## src/rtl/lsu_pkg.sv

```systemverilog
// Shared definitions for the load/store unit: width codes, FSM states, lane-mask helper.
package lsu_pkg;

  localparam logic [2:0] F3_B  = 3'd0;
  localparam logic [2:0] F3_H  = 3'd1;
  localparam logic [2:0] F3_W  = 3'd2;
  localparam logic [2:0] F3_BU = 3'd4;
  localparam logic [2:0] F3_HU = 3'd5;

  typedef enum logic [1:0] {IDLE, ACC0, ACC1, RESP} lsu_state_e;

  // Byte lanes over two consecutive words: [3:0] first word, [7:4] second word.
  function automatic logic [7:0] lane_masks(input logic [1:0] size, input logic [1:0] off);
    logic [7:0] base;
    case (size)
      2'd0:    base = 8'h01;
      2'd1:    base = 8'h03;
      default: base = 8'h0F;
    endcase
    return base << off;
  endfunction

  function automatic logic funct3_ok(input logic store, input logic [2:0] funct3);
    case (funct3)
      F3_B, F3_H, F3_W: return 1'b1;
      F3_BU, F3_HU:     return !store;
      default:          return 1'b0;
    endcase
  endfunction

endpackage

```

## src/rtl/lsu_load_align.sv

```systemverilog
// Extract-and-extend of an LSB-aligned assembled load word according to funct3.
module lsu_load_align
  import lsu_pkg::*;
(
  input  logic [31:0] data,
  input  logic [2:0]  funct3,
  output logic [31:0] rdata_c
);

  always_comb begin
    rdata_c = data;
    case (funct3)
      F3_B:    rdata_c = {{24{data[7]}}, data[7:0]};
      F3_H:    rdata_c = {{16{data[15]}}, data[15:0]};
      F3_BU:   rdata_c = {24'd0, data[7:0]};
      F3_HU:   rdata_c = {16'd0, data[15:0]};
      default: rdata_c = data;
    endcase
  end

endmodule

```

## src/rtl/lsu_dmem_master.sv

```systemverilog
// Load/store unit driving the byte-banked data memory port; word-crossing accesses are split
// into two memory cycles unless MISALIGN_TRAP_EN is defined, in which case they are rejected.
module lsu_dmem_master
  import lsu_pkg::*;
#(
  parameter int unsigned DMEM_AW = 14
) (
  input  logic        clk,
  input  logic        reset,
  input  logic        req_valid,
  output logic        req_ready,
  input  logic        req_store,
  input  logic [2:0]  req_funct3,
  input  logic [31:0] req_addr,
  input  logic [31:0] req_wdata,
  output logic        rsp_valid,
  output logic [31:0] rsp_rdata,
  output logic        rsp_err,
  output logic [31:0] daddr,
  output logic [31:0] dwdata,
  output logic [3:0]  dwe,
  input  logic [31:0] drdata
);

  lsu_state_e  state;
  logic        store_q;
  logic [2:0]  f3_q;
  logic [1:0]  off_q;
  logic [7:0]  req_mask_c;
  logic        req_bad_c;
  logic [31:0] st_lo_c;
  logic [31:0] ld_word_c;
  logic [31:0] ld_rdata_c;

  assign req_mask_c = lane_masks(req_funct3[1:0], req_addr[1:0]);

`ifdef MISALIGN_TRAP_EN
  assign req_bad_c = !funct3_ok(req_store, req_funct3) || (req_mask_c[7:4] != 4'd0);
  assign st_lo_c   = req_wdata << {req_addr[1:0], 3'b000};
  assign ld_word_c = drdata >> {off_q, 3'b000};
`else
  localparam logic [31:0] WIN_LO = 32'((64'd1 << DMEM_AW) - 64'd1);
  localparam logic [31:0] WIN    = WIN_LO & ~32'd3;

  logic [31:0] rbuf_q, next_addr_q, wdata_hi_q;
  logic [3:0]  mask_hi_q;
  logic [63:0] st_pair_c, ld_pair_c;
  logic [31:0] next_addr_c;

  assign req_bad_c   = !funct3_ok(req_store, req_funct3);
  assign st_pair_c   = {32'd0, req_wdata} << {req_addr[1:0], 3'b000};
  assign st_lo_c     = st_pair_c[31:0];
  // Second word: bits above the memory window kept, word index wraps inside it.
  assign next_addr_c = (req_addr & ~WIN_LO) | ((req_addr + 32'd4) & WIN);
  assign ld_pair_c   = {drdata, (state == ACC1) ? rbuf_q : drdata};
  assign ld_word_c   = ld_pair_c[6'({off_q, 3'b000}) +: 32];
`endif

  lsu_load_align u_align (
    .data    (ld_word_c),
    .funct3  (f3_q),
    .rdata_c (ld_rdata_c)
  );

  always_ff @(posedge clk or posedge reset) begin
    if (reset) begin
      state       <= IDLE;
      req_ready   <= 1'b1;
      rsp_valid   <= 1'b0;
      rsp_rdata   <= 32'd0;
      rsp_err     <= 1'b0;
      daddr       <= 32'd0;
      dwdata      <= 32'd0;
      dwe         <= 4'd0;
      store_q     <= 1'b0;
      f3_q        <= 3'd0;
      off_q       <= 2'd0;
`ifndef MISALIGN_TRAP_EN
      rbuf_q      <= 32'd0;
      next_addr_q <= 32'd0;
      wdata_hi_q  <= 32'd0;
      mask_hi_q   <= 4'd0;
`endif
    end else begin
      case (state)
        IDLE: begin
          if (req_valid) begin
            req_ready <= 1'b0;
            store_q   <= req_store;
            f3_q      <= req_funct3;
            off_q     <= req_addr[1:0];
            if (req_bad_c) begin
              state     <= RESP;
              rsp_valid <= 1'b1;
              rsp_err   <= 1'b1;
              rsp_rdata <= 32'd0;
            end else begin
              state <= ACC0;
              daddr <= {req_addr[31:2], 2'b00};
              dwe   <= req_store ? req_mask_c[3:0] : 4'd0;
              if (req_store) dwdata <= st_lo_c;
`ifndef MISALIGN_TRAP_EN
              next_addr_q <= next_addr_c;
              mask_hi_q   <= req_mask_c[7:4];
              wdata_hi_q  <= st_pair_c[63:32];
`endif
            end
          end
        end
        ACC0: begin
          dwe <= 4'd0;
`ifndef MISALIGN_TRAP_EN
          rbuf_q <= drdata;
          if (mask_hi_q != 4'd0) begin
            state <= ACC1;
            daddr <= next_addr_q;
            dwe   <= store_q ? mask_hi_q : 4'd0;
            if (store_q) dwdata <= wdata_hi_q;
          end else
`endif
          begin
            state     <= RESP;
            rsp_valid <= 1'b1;
            rsp_err   <= 1'b0;
            rsp_rdata <= store_q ? 32'd0 : ld_rdata_c;
          end
        end
`ifndef MISALIGN_TRAP_EN
        ACC1: begin
          dwe       <= 4'd0;
          state     <= RESP;
          rsp_valid <= 1'b1;
          rsp_err   <= 1'b0;
          rsp_rdata <= store_q ? 32'd0 : ld_rdata_c;
        end
`endif
        RESP: begin
          rsp_valid <= 1'b0;
          rsp_err   <= 1'b0;
          req_ready <= 1'b1;
          state     <= IDLE;
        end
        default: begin
          dwe       <= 4'd0;
          rsp_valid <= 1'b0;
          req_ready <= 1'b1;
          state     <= IDLE;
        end
      endcase
    end
  end

endmodule

```

## config.mk

```make
export PLATFORM = sky130hd
export DESIGN_NAME = lsu_dmem_master
export DESIGN_NICKNAME = d
export VERILOG_FILES = /design/src/rtl/lsu_pkg.sv /design/src/rtl/lsu_load_align.sv /design/src/rtl/lsu_dmem_master.sv
export SDC_FILE = /design/constraint.sdc
export NUM_CORES = 1
export LEC_CHECK = 0
export ABC_AREA = 1
export CAP_MARGIN = 20
export CORE_MARGIN = 1.5
export CORE_UTILIZATION = 31
export DETAILED_ROUTE_END_ITERATION = 10
export DONT_BUFFER_PORTS = 1
export HOLD_SLACK_MARGIN = 0.03
export PLACE_DENSITY = 0.57
export SYNTH_ARGS = -nofsm -noshare
export SYNTH_HDL_FRONTEND = slang
export SYNTH_HIERARCHICAL = 1
export SYNTH_SLANG_ARGS = --single-unit
```

## constraint.sdc

```tcl
create_clock -name clk -period 15.2 [get_ports clk]
set_input_delay 3.04 -clock clk [delete_from_list [all_inputs] [get_ports clk]]
set_output_delay 3.04 -clock clk [all_outputs]
set_load 0.03 [all_outputs]
```

## After elaboration in Yosys (flattened, before gate mapping)

Index checks and enable logic that the tools add are counted.

- Register bits after elaboration: 211
- Input bits: 103
- Output and inout port bits: 103
- Word-level logic and storage cells: 95

- Add/subtract/negate cells: 1
- Equal/unequal tests: 18
- Shifts and indexed selects: 3
- Multiplexer cells: 37
- Bitwise logic cells: 1
- Reduce and logical (&&, ||, !) cells: 20

Operators with widths:

| cell | number |
|---|---|
| $mux W32 | 13 |
| $pmux W32 S2 | 2 |
| $pmux W32 S4 | 1 |
| $pmux W32 S3 | 1 |
| $shiftx A64 B6 Y32 | 1 |
| $shl A32 B5 Y64 | 1 |
| $or A32 B14 Y32 | 1 |
| $mux W4 | 5 |
| $add A14 B3 Y14 const B | 1 |
| $ne A2 B2 Y1 const B | 7 |
| $eq A3 B3 Y1 const B | 4 |
| $pmux W4 S3 | 1 |
| $reduce_and A3 Y1 | 3 |
| $pmux W2 S4 | 1 |
| $pmux W4 S2 | 1 |
| $reduce_and A4 Y1 | 2 |
| $shl A8 B2 Y8 | 1 |
| $eq A3 B1 Y1 const B | 2 |
| $logic_not A3 Y1 | 2 |
| $mux W1 | 6 |
| $reduce_and A6 Y1 | 1 |
| $eq A2 B1 Y1 const B | 2 |
| $eq A2 B2 Y1 const B | 2 |
| $logic_not A2 Y1 | 2 |
| other kinds (12) | 17 |

## Depth between registers and ports, before layout

Gate-level depths: netlist of run 1.

- Word-level depth: 7
- Depth in mapped cells: 16
- Mapped depth without buffers: 14

## Modules after synthesis

The synthesis of run 1 kept the hierarchy.

By module, submodules not included:

| module | instances | cells an instance | area each (um2) | seq. area each (um2) |
|---|---|---|---|---|
| lsu_dmem_master | 1 | 1551 | 10983.0 | 4956.0 |
| lsu_load_align | 1 | 70 | 389.1 | 0.0 |

## Worst setup path before layout of run 1

OpenSTA, ideal clock, no wires.

- Kind: input to register
- From: in drdata[23]
- To: reg rsp_rdata[21]
- Library setup time: 0.118 ns
- Arrival: 4.183 ns
- Required time: 15.082 ns
- Setup slack: 10.900 ns
- Stages on the path: 12
- Path buffers: 1
- Cells stage by stage: or2_2 o21ai_0 nand2_1 o211ai_1 nand2_1 nand3_4 buf_6 nand3_1 inv_1 nor2_1 nand3_1 nand2_1

- Word-level cells in the longest chain between the ends: 6

RTL lines:

| item | line | text |
|---|---|---|
| start: declaration | lsu_dmem_master.sv:22 | `input logic [31:0] drdata` |
| $mux W32 | lsu_dmem_master.sv:55 | `assign ld_pair_c = {drdata, (state == ACC1) ? rbuf_q : drdata};` |
| $shiftx A64 B6 Y32 * | lsu_dmem_master.sv:56 | `assign ld_word_c = ld_pair_c[6'({off_q, 3'b000}) +: 32];` |
| named net ld_word_c[15] | lsu_dmem_master.sv:32 | `logic [31:0] ld_word_c;` |
| $pmux W32 S4 * | lsu_load_align.sv:12 | `case (funct3)` |
| named net ld_rdata_c[21] | lsu_dmem_master.sv:33 | `logic [31:0] ld_rdata_c;` |
| $mux W32 * | lsu_dmem_master.sv:125, lsu_dmem_master.sv:134 |  |
| $mux W32 | lsu_dmem_master.sv:114 | `if (mask_hi_q != 4'd0) begin` |
| $pmux W32 S3 * | lsu_dmem_master.sv:85 | `case (state)` |
| end signal: assignment | lsu_dmem_master.sv:125 | `rsp_rdata <= store_q ? 32'd0 : ld_rdata_c;` |
| end signal: assignment | lsu_dmem_master.sv:134 | `rsp_rdata <= store_q ? 32'd0 : ld_rdata_c;` |
| end: declaration | lsu_dmem_master.sv:17 | `output logic [31:0] rsp_rdata,` |

Mark *: on every way through the listed nets, which the timed path passes. The rest lies on a longest branch. The select of a mux whose other input is x is not followed.
A chain may end at the register's enable or synchronous reset.

## Final worst setup path of run 1

- From: in req_store
- To: reg next_addr_q[13]

- Word-level cells in the longest chain between the ends: 3

RTL lines:

| item | line | text |
|---|---|---|
| start: declaration | lsu_dmem_master.sv:12 | `input logic req_store,` |
| $logic_not A1 Y1 | lsu_pkg.sv:26 | `F3_BU, F3_HU: return !store;` |
| $pmux W1 S2 | lsu_pkg.sv:24 | `case (funct3)` |
| $reduce_and A3 Y1 (no source line) | - |  |
| end signal: assignment | lsu_dmem_master.sv:103 | `next_addr_q <= next_addr_c;` |
| end: declaration | lsu_dmem_master.sv:45 | `logic [31:0] rbuf_q, next_addr_q, wdata_hi_q;` |

Every way passes these cells.

==> results of run 1 <==
==> cell type report <==
class	count	area [um^2]
multi-input cells	1168	5250
inverters	137	522
fillers	3869	23800
well taps	461	577
repair buffers	11	135
clock buffers	21	460
clock inverters	11	93.8
flip-flops and latches	198	4960
==> cells in the final DEF (no fill, tap or decap), types with 3 or more instances in the layout <==
master,instances
clkbuf_16,17
nand2_2,5
dfrtp_1,197
nand3_1,173
or2_2,8
nor2_1,59
buf_4,8
nor2_4,4
o211ai_1,32
inv_8,4
nand4_1,6
inv_2,8
o21ai_1,3
a31oi_1,8
inv_1,127
ha_1,5
o21ai_0,176
clkinvlp_4,5
nand2_1,648
nand3_4,3
a21oi_1,22
==> where the power goes <==
group	internal [mW]	switching (mW)	total [mW]	leakage, nW
combinational	0.390	0.832	1.22	3.40
sequential	0.751	0.361	1.11	2.54
clock	0.222	0.222	0.445	0.258
total	1.36	1.41	2.78	6.20
==> state kept, by name, indices dropped and copies added (netlist names) <==
name,cells
daddr,30
f3_q,3
dwdata,32
state,2
rsp_valid,1
rbuf_q,32
dwe,4
wdata_hi_q,24
req_ready,1
store_q,1
off_q,2
rsp_err,1
rsp_rdata,32
mask_hi_q,3
next_addr_q,30
==> path summary, 6_finish.rpt <==
kind                                    to  slack, ns
max in group asynchronous   wdata_hi_q[14]      11.12
min in group asynchronous        daddr[21]       2.59
min reg2reg                     rbuf_q[24]       0.48
max                        next_addr_q[13]      10.63
min                             rbuf_q[24]       0.48
max reg2reg                  rsp_rdata[22]      12.18
==> worst max-delay path, stage by stage <==
cell      delay [ns]
inv_1           0.05
nand2_2         0.09
nand2_4         0.08
nand3_4         0.06
buf_4           0.70
clkinv_1        0.54
nand3_1         0.21
nand2_1         0.07
==> per-layer routing <==
metal	part of all wire [%]	wire length (um)	vias to the layer above	track usage, %
met5	0	0	-	0
met4	2.6	876	0	6.86
met3	7.8	2610	38	5.73
met2	47	15700	269	29.5
met1	42	14100	4675	21.9
li1	-	-	4961	-
==> stage by stage <==
step	hold WS [ns]	setup WS [ns]
3_3_place_gp	0.450	10.19
6_report	0.479	10.63
5_1_grt	0.496	10.38
4_1_cts	0.481	10.64
3_5_place_dp	0.462	10.14
2_1_floorplan	0.437	6.76
==> cells by family (layout without fill, tap and decap cells) <==
logic type / Yosys count / after routing
xor+xnor: 3 / 3
flops: 198 / 198
fa+ha+maj: 6 / 6
simple gates: 911 / 911
compound gates: 246 / 246
other cells: 1 / 2
buf+inv: 256 / 180
==> results by group, run 1 <==
Critical path
  – Crit path arrival time: 4.91 ns
  – Worst setup path startpoint: req_store
  – R2R cell count: 14
  – CP Class: in -> reg
  – RR Startpoint: state[0]
  – Worst Path Max Fanout: 105
  – Endpoint class of the critical path: register
  – Startpoint types: primary input
  – Worst Path Required: 15.54 ns

Placed design
  – Port bufs: 0
  – Cells after DPL: 1973
  – Detail Placement HPWL: 22.8 mm
  – DP Area: 0.0114 mm^2
  – Routability congestion estimate: 0.894

STA
  – Fin. max-slew vios: 0
  – RSZ-0062 raised after global routing: false
  – Final hold violations: 0
  – Setup TNS: 0 ns
  – Tcrit/Tclk final: 30.1%
  – Least-Margin Pin Slew: 1.11 ns
  – Fmax: 219 MHz
  – Clock Skews: 0.0115 ns
  – Final Setup Violations: 0
  – Tmin final: 4.57 ns
  – Slew Limit Headroom: 26.3%

Synth
  – Xor-xnor portion of the synthesized cell area: 0.231%
  – Post-Syn Area: 0.0114 mm^2
  – Fraction of the mapped netlist area in adder cells: 0.660%
  – Post-synth top cells: nand2_1, dfrtp_1, o21ai_0
  – Largest cells by area after synthesis: dfrtp_1, nand2_1, o21ai_0
  – Post-synthesis compound-gate area fraction: 11.8%
  – Prevailing post-synth register cell: dfrtp_1
  – Simple-Gate Fraction of Synth Area: 33.2%
  – Share of the synthesized area in the top cell type: 43.3%
  – Async set-or-reset flop fraction in the synthesized netlist: 100%
  – Synthesis-stage register bit count: 198
  – Synth warn: 6
  – Post-Syn Instances: 1621
  – Main combinational cell family by area after synthesis: simple AND/OR/NAND/NOR gates
  – Most instantiated library cell after synthesis: nand2_1
  – Count of different cell masters after synthesis: 38
  – Number of synthesized flops with an enable pin: 0
  – Syn_area_per_cell: 7.02 um^2
  – Post-synth top area cell: dfrtp_1
  – Mux cell area share after synthesis: 0%
  – Sequential fraction of the synthesis area: 43.6%

Global routing
  – GRT Util Overall: 18.0%
  – First-pass GRT wire length: 53.6 mm
  – Largest net degree at the start of global routing: 127
  – Remaining Overflow, GRT: 0
  – Vias in the first global route: 9664
  – Initial antenna violation count: 0

Route
  – Via count: 9943
  – Drt first pass iters: 6
  – WL/cell: 16.6 um
  – DR vias/cell: 4.95
  – Final WL: 33.3 mm
  – Starting DRT DRC Count: 637
  – DRC: 0
  – Antenna viol nets, final: 0

Floorplan
  – Core area: 0.0358 mm^2
  – Initial core utilization: 31.7%
  – Die Y: 195 um
  – Die X: 195 um
  – Die ar.: 0.0378 mm^2
  – Row count: 69
  – Ports: 206

Clock tree
  – CTS resizes: 0
  – Num CTS Buffers: 17
  – CTS sink count: 198
  – CTS root buf: clkbuf_16
  – Clk buf depth: 2
  – H-tree depth: 4
  – Clock slew at reported path FFs: 0.07 ns
  – Hold_buf cts: 0
  – Clock Latency Late Sink: 0.45 ns
  – CTS tree: done
  – Setup Buffers After CTS: 0

Worst hold path
  – Hold depth: 2
  – Hold crit path type: reg -> reg
  – Hold_sp: rbuf_q[24]

Finish
  – Share of cells above drive strength 1: 4.98%
  – Post-route cell area: 0.0120 mm^2
  – # diodes: 0
  – Post-Layout Cell Count: 2007
  – Nets: 1642
  – Synthesis-to-layout area growth: 5.43%
  – Final Util: 33.5%

Status
  – Status: complete, no violations

Job
  – Max_cap viols: 0

Pwr
  – Pleak: 6.20 nW
  – Total chip power: 2.78 mW
  – Cell Pwr Density: 232 mW/mm^2
  – VDD IR-drop max: 0.108 mV
Note: power is estimated with default switching activity, not from simulation.
==> run 2: changes to the inputs <==
Settings changed: PLACE_DENSITY 0.57 to 0.58.
Clock period 15.2 ns to 3.8 ns, I/O delays scaled along.
==> run 2 against run 1 <==
Cell count is 0.30% higher. Sequential share of layout area is 0.12 points lower. Power grew to 4.0 times the previous value. Die area unchanged. Design area rose by 0.30%. Sequential power rose to 4.0 times the previous value. Non-clock buffer count is 7 higher. Clock-buffer cell count is 1 higher. Critical endpoint is now rsp_rdata[28].
==> results by group, run 2 (synthesis gave the netlist of run 1 again) <==
Route
  – WL/cell: 16.5 um
  – Antenna viol nets, final: 0
  – DRC: 0
  – Starting DRT DRC Count: 682
  – Drt first pass iters: 8
  – DR vias/cell: 4.91
  – Final WL: 33.2 mm
  – Via count: 9887

Pwr
  – Pleak: 6.24 nW
  – Total chip power: 11.1 mW
  – Comb pwr share: 43.9%
  – Net Sw Frac: 50.5%
  – Seq pwr share: 40.0%
  – Cell Pwr Density: 919 mW/mm^2
  – Sw power: 5.58 mW
  – Internal power: 5.47 mW
  – VDD IR-drop max: 0.450 mV
  – Clk network pwr share: 16.1%

Critical path
  – CP Class: reg -> reg
  – Worst Path Required: 4.17 ns
  – Crit Reg-Reg Endpoint: rsp_rdata[28]
  – R2R cell count: 13
  – Crit path arrival time: 3.15 ns
  – RR Startpoint: state[0]
  – Worst Path Max Fanout: 43
  – Startpoint types: register
  – R2R setup slack: 1.02 ns
  – Endpoint class of the critical path: register

Finish
  – Commonest non-fill, non-tap cell in the layout: nand2_1
  – Largest regs: dwdata: 32 flops, rbuf_q: 32 flops, rsp_rdata: 32 flops
  – Fill cells: 3846
  – Nets: 1649
  – Most frequent cells in the layout: nand2_1, dfrtp_1, o21ai_0
  – # diodes: 0
  – FF+latch area: 0.00496 mm^2
  – Share of cells above drive strength 1: 5.22%
  – Multi-input gate area: 0.00525 mm^2
  – Synthesis-to-layout area growth: 5.75%

Global routing
  – Busiest grt layer: met2
  – GR met2 Demand/Resource: 29.3%
  – Initial antenna violation count: 0
  – Largest net degree at the start of global routing: 68
  – Remaining Overflow, GRT: 0
  – First-pass GRT wire length: 53.4 mm
  – Vias in the first global route: 9423
  – GRT Util Overall: 17.8%
  – M3 GR Usage: 6.02%
  – GR Util met1: 22.9%

Clock tree
  – Clock slew at reported path FFs: 0.08 ns
  – Hold_buf cts: 0
  – Clk buf depth: 2
  – CTS tree: done
  – CTS resizes: 0
  – CTS root buf: clkbuf_16
  – Num CTS Buffers: 17
  – H-tree depth: 4
  – Clock Latency Late Sink: 0.44 ns
  – CTS sink count: 198
  – Setup Buffers After CTS: 0

Floorplan
  – Core area: 0.0358 mm^2
  – Initial core utilization: 31.7%
  – Die X: 195 um
  – Die ar.: 0.0378 mm^2
  – Ports: 206
  – Die Y: 195 um
  – Row count: 69

STA
  – Final hold violations: 0
  – Least-Margin Pin Slew: 0.970 ns
  – Setup TNS: 0 ns
  – Slew Limit Headroom: 35.3%
  – Final Setup Violations: 0
  – Tmin final: 2.78 ns
  – RSZ-0062 raised after global routing: false
  – Tcrit/Tclk final: 73.2%
  – Clock Skews: 0.0146 ns
  – Fin. max-slew vios: 0
  – Worst setup margin: 1.02 ns
  – Fmax: 360 MHz

Status
  – Status: complete, no violations

Placed design
  – Detail Placement HPWL: 23.5 mm
  – Port bufs: 0
  – Dpl ws: 1.06 ns
  – Routability congestion estimate: 0.891

Worst hold path
  – Hold crit path type: in -> async

Job
  – Max_cap viols: 0
[run 2: cell types whose count changed in the layout (fill, tap and decap cells not counted), moves of 2 or more]
cell,delta
clkbuf_1,+2
clkinvlp_4,-4
clkinv_4,+2
buf_4,+7
inv_8,-3
[run 2: per-layer routing]
metal / vias up / share of wire (%)
met5: - / 0
met3: 16 / 8.0
li1: 4961 / -
met1: 4636 / 43
met4: 0 / 1.0
met2: 274 / 48
[run 2: how the worst max path moves through the flow]
stage | to | slack, ns | start
after floorplan | daddr[10] | 0.48 | reset
after global placement | rsp_rdata[28] | 1.10 | state[0]
after detailed placement | rsp_rdata[28] | 1.06 | state[0]
after CTS | rsp_rdata[28] | 1.03 | state[0]
after global routing | rsp_rdata[28] | 0.68 | state[0]
final | rsp_rdata[28] | 1.02 | state[0]
[run 2: final cells by class]
cell class	count	area share (%)
inverters	137	4.31
clock inverters	9	0.791
repair buffers	18	1.50
clock buffers	22	3.78
well taps	461	4.80
multi-input cells	1168	43.6
flip-flops and latches	198	41.2
[run 2: power by group through the flow]
stage	registers [mW]	logic [mW]	clock network, mW
final	4.42	4.86	1.78
after global routing	4.54	5.66	1.92
after CTS	4.44	4.89	1.85
after detailed placement	4.46	4.89	0
after global placement	4.45	4.79	0
after floorplan	4.20	4.19	0
[run 2: metrics by stage]
| stage | util (%) | std cells | hold slack [ns] | area, um^2 |
|---|---|---|---|---|
| floorplan | - | 1622 | 0.437 | 11400 |
| global placement | 32.0 | 1981 | 0.454 | 11400 |
| detailed placement | 32.0 | 1981 | 0.459 | 11400 |
| CTS | 33.5 | 2012 | 0.373 | 12000 |
| global route | 33.6 | 2013 | 0.384 | 12000 |
| finish | 33.6 | 2013 | 0.352 | 12000 |
[run 2: critical path, stage by stage (launching register included)]
cell and delay, ns:
dfrtp_1 0.44, inv_1 0.16, ha_1 0.35, buf_4 0.43
o21ai_0 0.25, nand2_1 0.09, o21ai_0 0.10, o21ai_0 0.33
nand2_1 0.10, nand3_1 0.12, inv_1 0.05, nor2_1 0.10
nand3_1 0.08, nand2_1 0.08
